**src/rtl/fetch_sequencer.sv**
```systemverilog
// fetch_sequencer: sequential instruction fetch from a combinational ROM into a
// 2-entry {pc, instr} queue, with a branch redirect that flushes the queue and an
// optional halt on HALT_OPCODE.
// Optional feature macro: FETCH_HALT_DETECT_EN enables halt detection. When it is
// undefined, HALT is unreachable and halted is tied low.
module fetch_sequencer #(
  parameter int unsigned             PC_WIDTH    = 8,
  parameter int unsigned             INSTR_WIDTH = 32,
  parameter logic [PC_WIDTH-1:0]     RESET_PC    = 8'h00,
  parameter logic [INSTR_WIDTH-1:0]  HALT_OPCODE = 32'hFFFF_FFFF
) (
  input  logic                   clk,
  input  logic                   reset,
  input  logic                   run_en,
  input  logic                   branch_en,
  input  logic [PC_WIDTH-1:0]    branch_addr,
  output logic [PC_WIDTH-1:0]    rom_addr,
  input  logic [INSTR_WIDTH-1:0] rom_data,
  output logic                   out_valid,
  input  logic                   out_ready,
  output logic [PC_WIDTH-1:0]    out_pc,
  output logic [INSTR_WIDTH-1:0] out_instr,
  output logic                   halted
);

  typedef enum logic [1:0] {IDLE, FETCH, STALL, HALT} state_t;

  localparam logic [PC_WIDTH-1:0] PC_STEP = 1;

  state_t                 state;
  logic [PC_WIDTH-1:0]    pc;
  logic [PC_WIDTH-1:0]    e0_pc;
  logic [PC_WIDTH-1:0]    e1_pc;
  logic [INSTR_WIDTH-1:0] e0_instr;
  logic [INSTR_WIDTH-1:0] e1_instr;
  logic [1:0]             count;
  logic                   pop;
  logic                   push;
  logic                   halt_hit;

`ifdef FETCH_HALT_DETECT_EN
  localparam bit HALT_EN = 1'b1;
  assign halted = (state == HALT);
`else
  localparam bit HALT_EN = 1'b0;
  assign halted = 1'b0;
`endif

  assign rom_addr  = pc;
  assign out_valid = (count != 2'd0);
  assign out_pc    = e0_pc;
  assign out_instr = e0_instr;

  // Handshake and fetch qualifiers for the current cycle.
  always_comb begin
    pop      = (count != 2'd0) && out_ready;
    push     = (state == FETCH) && run_en && !branch_en && ((count != 2'd2) || pop);
    halt_hit = HALT_EN && (rom_data == HALT_OPCODE);
  end

  // FSM, PC and queue state; branch flushes the queue, so a pop in that cycle
  // is simply absorbed by the flush.
  always_ff @(posedge clk) begin
    if (reset) begin
      state    <= IDLE;
      pc       <= RESET_PC;
      count    <= '0;
      e0_pc    <= '0;
      e0_instr <= '0;
      e1_pc    <= '0;
      e1_instr <= '0;
    end else if (branch_en) begin
      count <= '0;
      pc    <= branch_addr;
      state <= run_en ? FETCH : IDLE;
    end else begin
      if (pop && push) begin
        if (count == 2'd2) begin
          e0_pc    <= e1_pc;
          e0_instr <= e1_instr;
          e1_pc    <= pc;
          e1_instr <= rom_data;
        end else begin
          e0_pc    <= pc;
          e0_instr <= rom_data;
        end
      end else if (pop) begin
        e0_pc    <= e1_pc;
        e0_instr <= e1_instr;
        count    <= count - 2'd1;
      end else if (push) begin
        if (count == 2'd0) begin
          e0_pc    <= pc;
          e0_instr <= rom_data;
        end else begin
          e1_pc    <= pc;
          e1_instr <= rom_data;
        end
        count <= count + 2'd1;
      end

      if (push && !halt_hit)
        pc <= pc + PC_STEP;

      case (state)
        IDLE:    if (run_en) state <= FETCH;
        FETCH: begin
          if (!run_en)
            state <= IDLE;
          else if (push && halt_hit)
            state <= HALT;
          else if (!pop && ((count == 2'd2) || ((count == 2'd1) && push)))
            state <= STALL;
        end
        STALL: begin
          if (!run_en)
            state <= IDLE;
          else if (pop)
            state <= FETCH;
        end
        HALT:    state <= HALT;
        default: state <= IDLE;
      endcase
    end
  end

endmodule

```
**config.mk**
```make
export PLATFORM = sky130hd
export DESIGN_NAME = fetch_sequencer
export DESIGN_NICKNAME = d
export VERILOG_FILES = /design/src/rtl/fetch_sequencer.sv
export SDC_FILE = /design/constraint.sdc
export NUM_CORES = 1
export LEC_CHECK = 0
export BUFFER_PORTS_ARGS = -buffer_cell sky130_fd_sc_hd__buf_2
export CORE_MARGIN = 4
export CORE_UTILIZATION = 55
export DETAILED_ROUTE_END_ITERATION = 7
export MAX_ROUTING_LAYER = met4
export PLACE_DENSITY_LB_ADDON = 0.2
export SYNTH_ARGS = -nofsm -noshare
export SYNTH_HDL_FRONTEND = slang
export SYNTH_SLANG_ARGS = --single-unit
export TNS_END_PERCENT = 10
```
**constraint.sdc**
```tcl
create_clock -name clk -period 3.5 [get_ports clk]
set_input_delay 0.525 -clock clk [delete_from_list [all_inputs] [get_ports clk]]
set_output_delay 0.525 -clock clk [all_outputs]
set_load 0.005 [all_outputs]
```
==> Flow_metrics.wiki <==
{| class="wikitable"
! Metric !! Value
|-
| Total wire length || 8627 um
|-
| Flip-flop and latch area || 1842 um^2
|-
| Relative contribution of combinational cells to total power || 0.072
|-
| Worst IR Drop VDD || 0.0003316 V
|-
| Sequential share of the synthesized area || 0.4903
|-
| Antenna-violating nets left || 0
|-
| Clock power share || 0.391
|-
| Via count of the first global-routing pass || 3081
|-
| Clk Tree Root Cell || sky130_fd_sc_hd__clkbuf_8
|-
| Kind of end point of the critical path || register
|-
| Count of mapped cells out of synthesis || 403
|-
| CP Class || register to register
|-
| Number of standard-cell rows in the floorplan || 29
|-
| Count of hold buffers inserted by post-cts repair || 0
|-
| Final max-slew violation count || 0
|-
| Number of CTS-inserted buffers || 9
|-
| Pin count of the biggest net entering global routing || 55
|-
| Cell-internal power || 1.549 mW
|-
| Post-route clock skew || 0.008018 ns
|-
| Setup repair after global routing missed its margin || false
|-
| Static leakage || between 2 and 2.5 nW
|-
| Sw frac || 0.2286
|-
| Final-report hold violation count || 0
|-
| Setup_tns || 0 ns
|-
| Total of warnings raised by yosys || 0
|-
| Crit path DAT || 3.25 ns
|-
| Async set-reset flop share out of synthesis || 0
|-
| Number of fillers in the final layout || 534
|-
| Syn nets || 453
|-
| Layout cells sized above 1 || 0.2602
|-
| Top-Level Pins || 95
|-
| Rel. slew slack || 0.3153
|-
| Placeable core region || 6495 um^2
|-
| Placer Congestion || 0.8307
|-
| Number of design rule violations left after detail routing || 0
|-
| Total setup violations reported at the end of the flow || 0
|-
| Reg-to-reg slack, setup || 0.52 ns
|-
| Synth Cell Area || 3756 um^2
|-
| Reg clk slew, reported paths || 0.09 ns
|-
| Antenna violations before repair || 0
|-
| Initial Util || 0.5783
|-
| Dominant synthesized flop cell || sky130_fd_sc_hd__dfxtp_1
|-
| Number of vias after detailed routing || between 3000 and 4000
|-
| Area of combinational cells with multiple inputs || 1765 um^2
|-
| Placed cells || about 550
|-
| DIE AREA || between 8000 and 9000 um^2
|-
| Maximum level of the CTS H-tree || 3
|-
| Number of enable flip-flop cells after synthesis || 0
|-
| Global-route wire length before repair || 14350 um
|-
| Maximum clock frequency || 335.5 MHz
|-
| Result of the run || completed
|-
| Hold/Removal Path Class || primary input to register
|-
| Proportion of power drawn by flip-flops and latches || 0.537
|-
| Required time worst endpoint || 3.77 ns
|-
| Worst Setup Start Kind || register
|-
| Final min period || 2.980 ns
|-
| Number of design-rule violations left by the first detailed-router iteration || 128
|-
| Layout Nets || between 500 and 600
|-
| Die Wd || just over 90 um
|-
| Yosys cell types || 40
|-
| Maximum net fanout on the critical path || 30
|-
| Switching power || 0.4592 mW
|-
| Routed len/inst || 15.27 um
|-
| P per Cell Area || approximately 450 nW/um^2
|-
| Latest clock arrival within the worst-skew pair || 0.34 ns
|-
| Actual transition at the worst max-transition pin || 1.027 ns
|-
| Sinks on Clock Net || 92
|-
| Quantity of I/O buffers inserted on ports || 93
|-
| Detailed-router iteration count before antenna repair || 4
|-
| Total global-route track usage || 0.2169
|-
| Flop and latch count out of synthesis || 92
|-
| Count of non-filler cells in the finished layout || 565
|-
| Post-CTS Repair Setup Buffers || 0
|-
| Post_cts resized || 0
|-
| Final HPWL DP || 5682 um
|-
| Die span in y || 90.64 um
|-
| CTS tree || done
|-
| Mean instance size in the synthesized netlist || 9.320 um^2
|-
| Number of max-cap violations || 0
|-
| Crit share post-route || 0.8515
|-
| Remaining global-route overflow || 0
|-
| Final core area utilization || 0.6902
|-
| Number of diodes added for antenna fixing || 0
|-
| Area growth syn-to-layout || 19.35%
|-
| Via-to-Cell Ratio || 5.545
|-
| Clk buf depth || 2
|}
==> state kept, by name, summed over array words and instances (netlist names) <==
register / count
e1_pc: 8
e1_instr: 32
count: 2
out_pc: 8
rom_addr: 8
out_instr: 32
state: 2
==> Yosys cell counts (3+ instances only) <==
master | instances | share of area
sky130_fd_sc_hd__buf_4 | 5 | 0.010
sky130_fd_sc_hd__mux2i_1 | 41 | 0.11
sky130_fd_sc_hd__nand3_1 | 4 | 0.0053
sky130_fd_sc_hd__ha_1 | 5 | 0.017
sky130_fd_sc_hd__a2111oi_0 | 3 | 0.0070
sky130_fd_sc_hd__nand2_1 | 92 | 0.092
sky130_fd_sc_hd__a21oi_1 | 49 | 0.065
sky130_fd_sc_hd__clkbuf_1 | 21 | 0.021
sky130_fd_sc_hd__o2bb2ai_1 | 40 | 0.093
sky130_fd_sc_hd__a211oi_1 | 3 | 0.0060
sky130_fd_sc_hd__dfxtp_1 | 92 | 0.49
sky130_fd_sc_hd__inv_1 | 6 | 0.0060
sky130_fd_sc_hd__mux2_2 | 3 | 0.0090
sky130_fd_sc_hd__buf_2 | 6 | 0.0080
sky130_fd_sc_hd__nor2_1 | 4 | 0.0040
==> critical path: stages, from the launching register on <==
cell                        delay, ns
sky130_fd_sc_hd__dfxtp_1         0.38
sky130_fd_sc_hd__inv_1           0.08
sky130_fd_sc_hd__ha_1            0.30
sky130_fd_sc_hd__nor2b_4         0.22
sky130_fd_sc_hd__inv_2           0.10
sky130_fd_sc_hd__a21oi_1         0.38
sky130_fd_sc_hd__inv_1           0.08
sky130_fd_sc_hd__ha_1            0.18
sky130_fd_sc_hd__nor3_1          0.41
sky130_fd_sc_hd__nand2b_2        0.26
sky130_fd_sc_hd__buf_4           0.30
sky130_fd_sc_hd__o2bb2ai_1       0.19
==> cell usage in the layout (no fill, tap or decap), drive strengths merged, types with 4 or more instances in the layout <==
| cell | netlist | layout |
|---|---|---|
| a21oi | 49 | 49 |
| buf | 11 | 101 |
| clkbuf | 21 | 10 |
| dfxtp | 92 | 92 |
| ha | 5 | 5 |
| inv | 7 | 8 |
| mux2i | 41 | 41 |
| nand2 | 92 | 92 |
| nand3 | 4 | 4 |
| nor2 | 4 | 4 |
| o2bb2ai | 40 | 40 |
==> path summary, 6_finish.rpt <==
check,end,startpoint,cells past startpoint
hold reg to reg,e1_instr[2],e1_instr[2],2
setup reg to reg,out_instr[28],count[0],11
setup / recovery,out_instr[28],count[0],11
hold / removal,e1_instr[27],rom_data[27],3
==> cell families (layout without fill, tap and decap cells) <==
logic type	Yosys count	in the layout	synth area share
AND/OR/NAND/NOR	112	112	0.1253
AO/OA/AOI/OAI	106	106	0.1945
flip-flops	92	92	0.4903
multiplexers	44	44	0.1183
buffers and inverters	40	125	0.04697
adder cells (fa/ha/maj)	5	5	0.01666
XOR/XNOR	3	3	0.006997
other	1	1	0.0009984
==> power by group through the flow <==
stage	Sequential [mW]	Combinational, mW	Clock (mW)
after floorplan	1.10	0.0820	0
after global placement	1.10	0.143	0
after detailed placement	1.10	0.146	0
after CTS	1.08	0.147	0.794
after global routing	1.08	0.161	0.850
final	1.08	0.145	0.784
==> layout make-up <==
type	instances	area share
Clock inverter	6	0.01926
Timing Repair Buffer	101	0.1172
Clock buffer	10	0.03070
Tap cell	77	0.02149
Multi-Input combinational cell	271	0.3938
Sequential cell	92	0.4108
Inverter	8	0.006698
==> through the flow <==
step	setup slack (ns)	power, mW	hold slack, ns	instance area [um^2]
after floorplan	1.192	1.183	0.4357	3756
after global placement	0.6624	1.246	0.4406	4259
after detailed placement	0.5072	1.249	0.4432	4259
after CTS	0.4877	2.020	0.4027	4483
after global routing	0.2729	2.093	0.3949	4483
final	0.5196	2.008	0.4184	4483
==> routing by layer <==
layer  wire (um)  track usage
met5           0            -
met4          93      0.07015
met3         341      0.04417
met2        4244       0.3601
met1        3947       0.2641
Power figures use the tool's default switching activity.
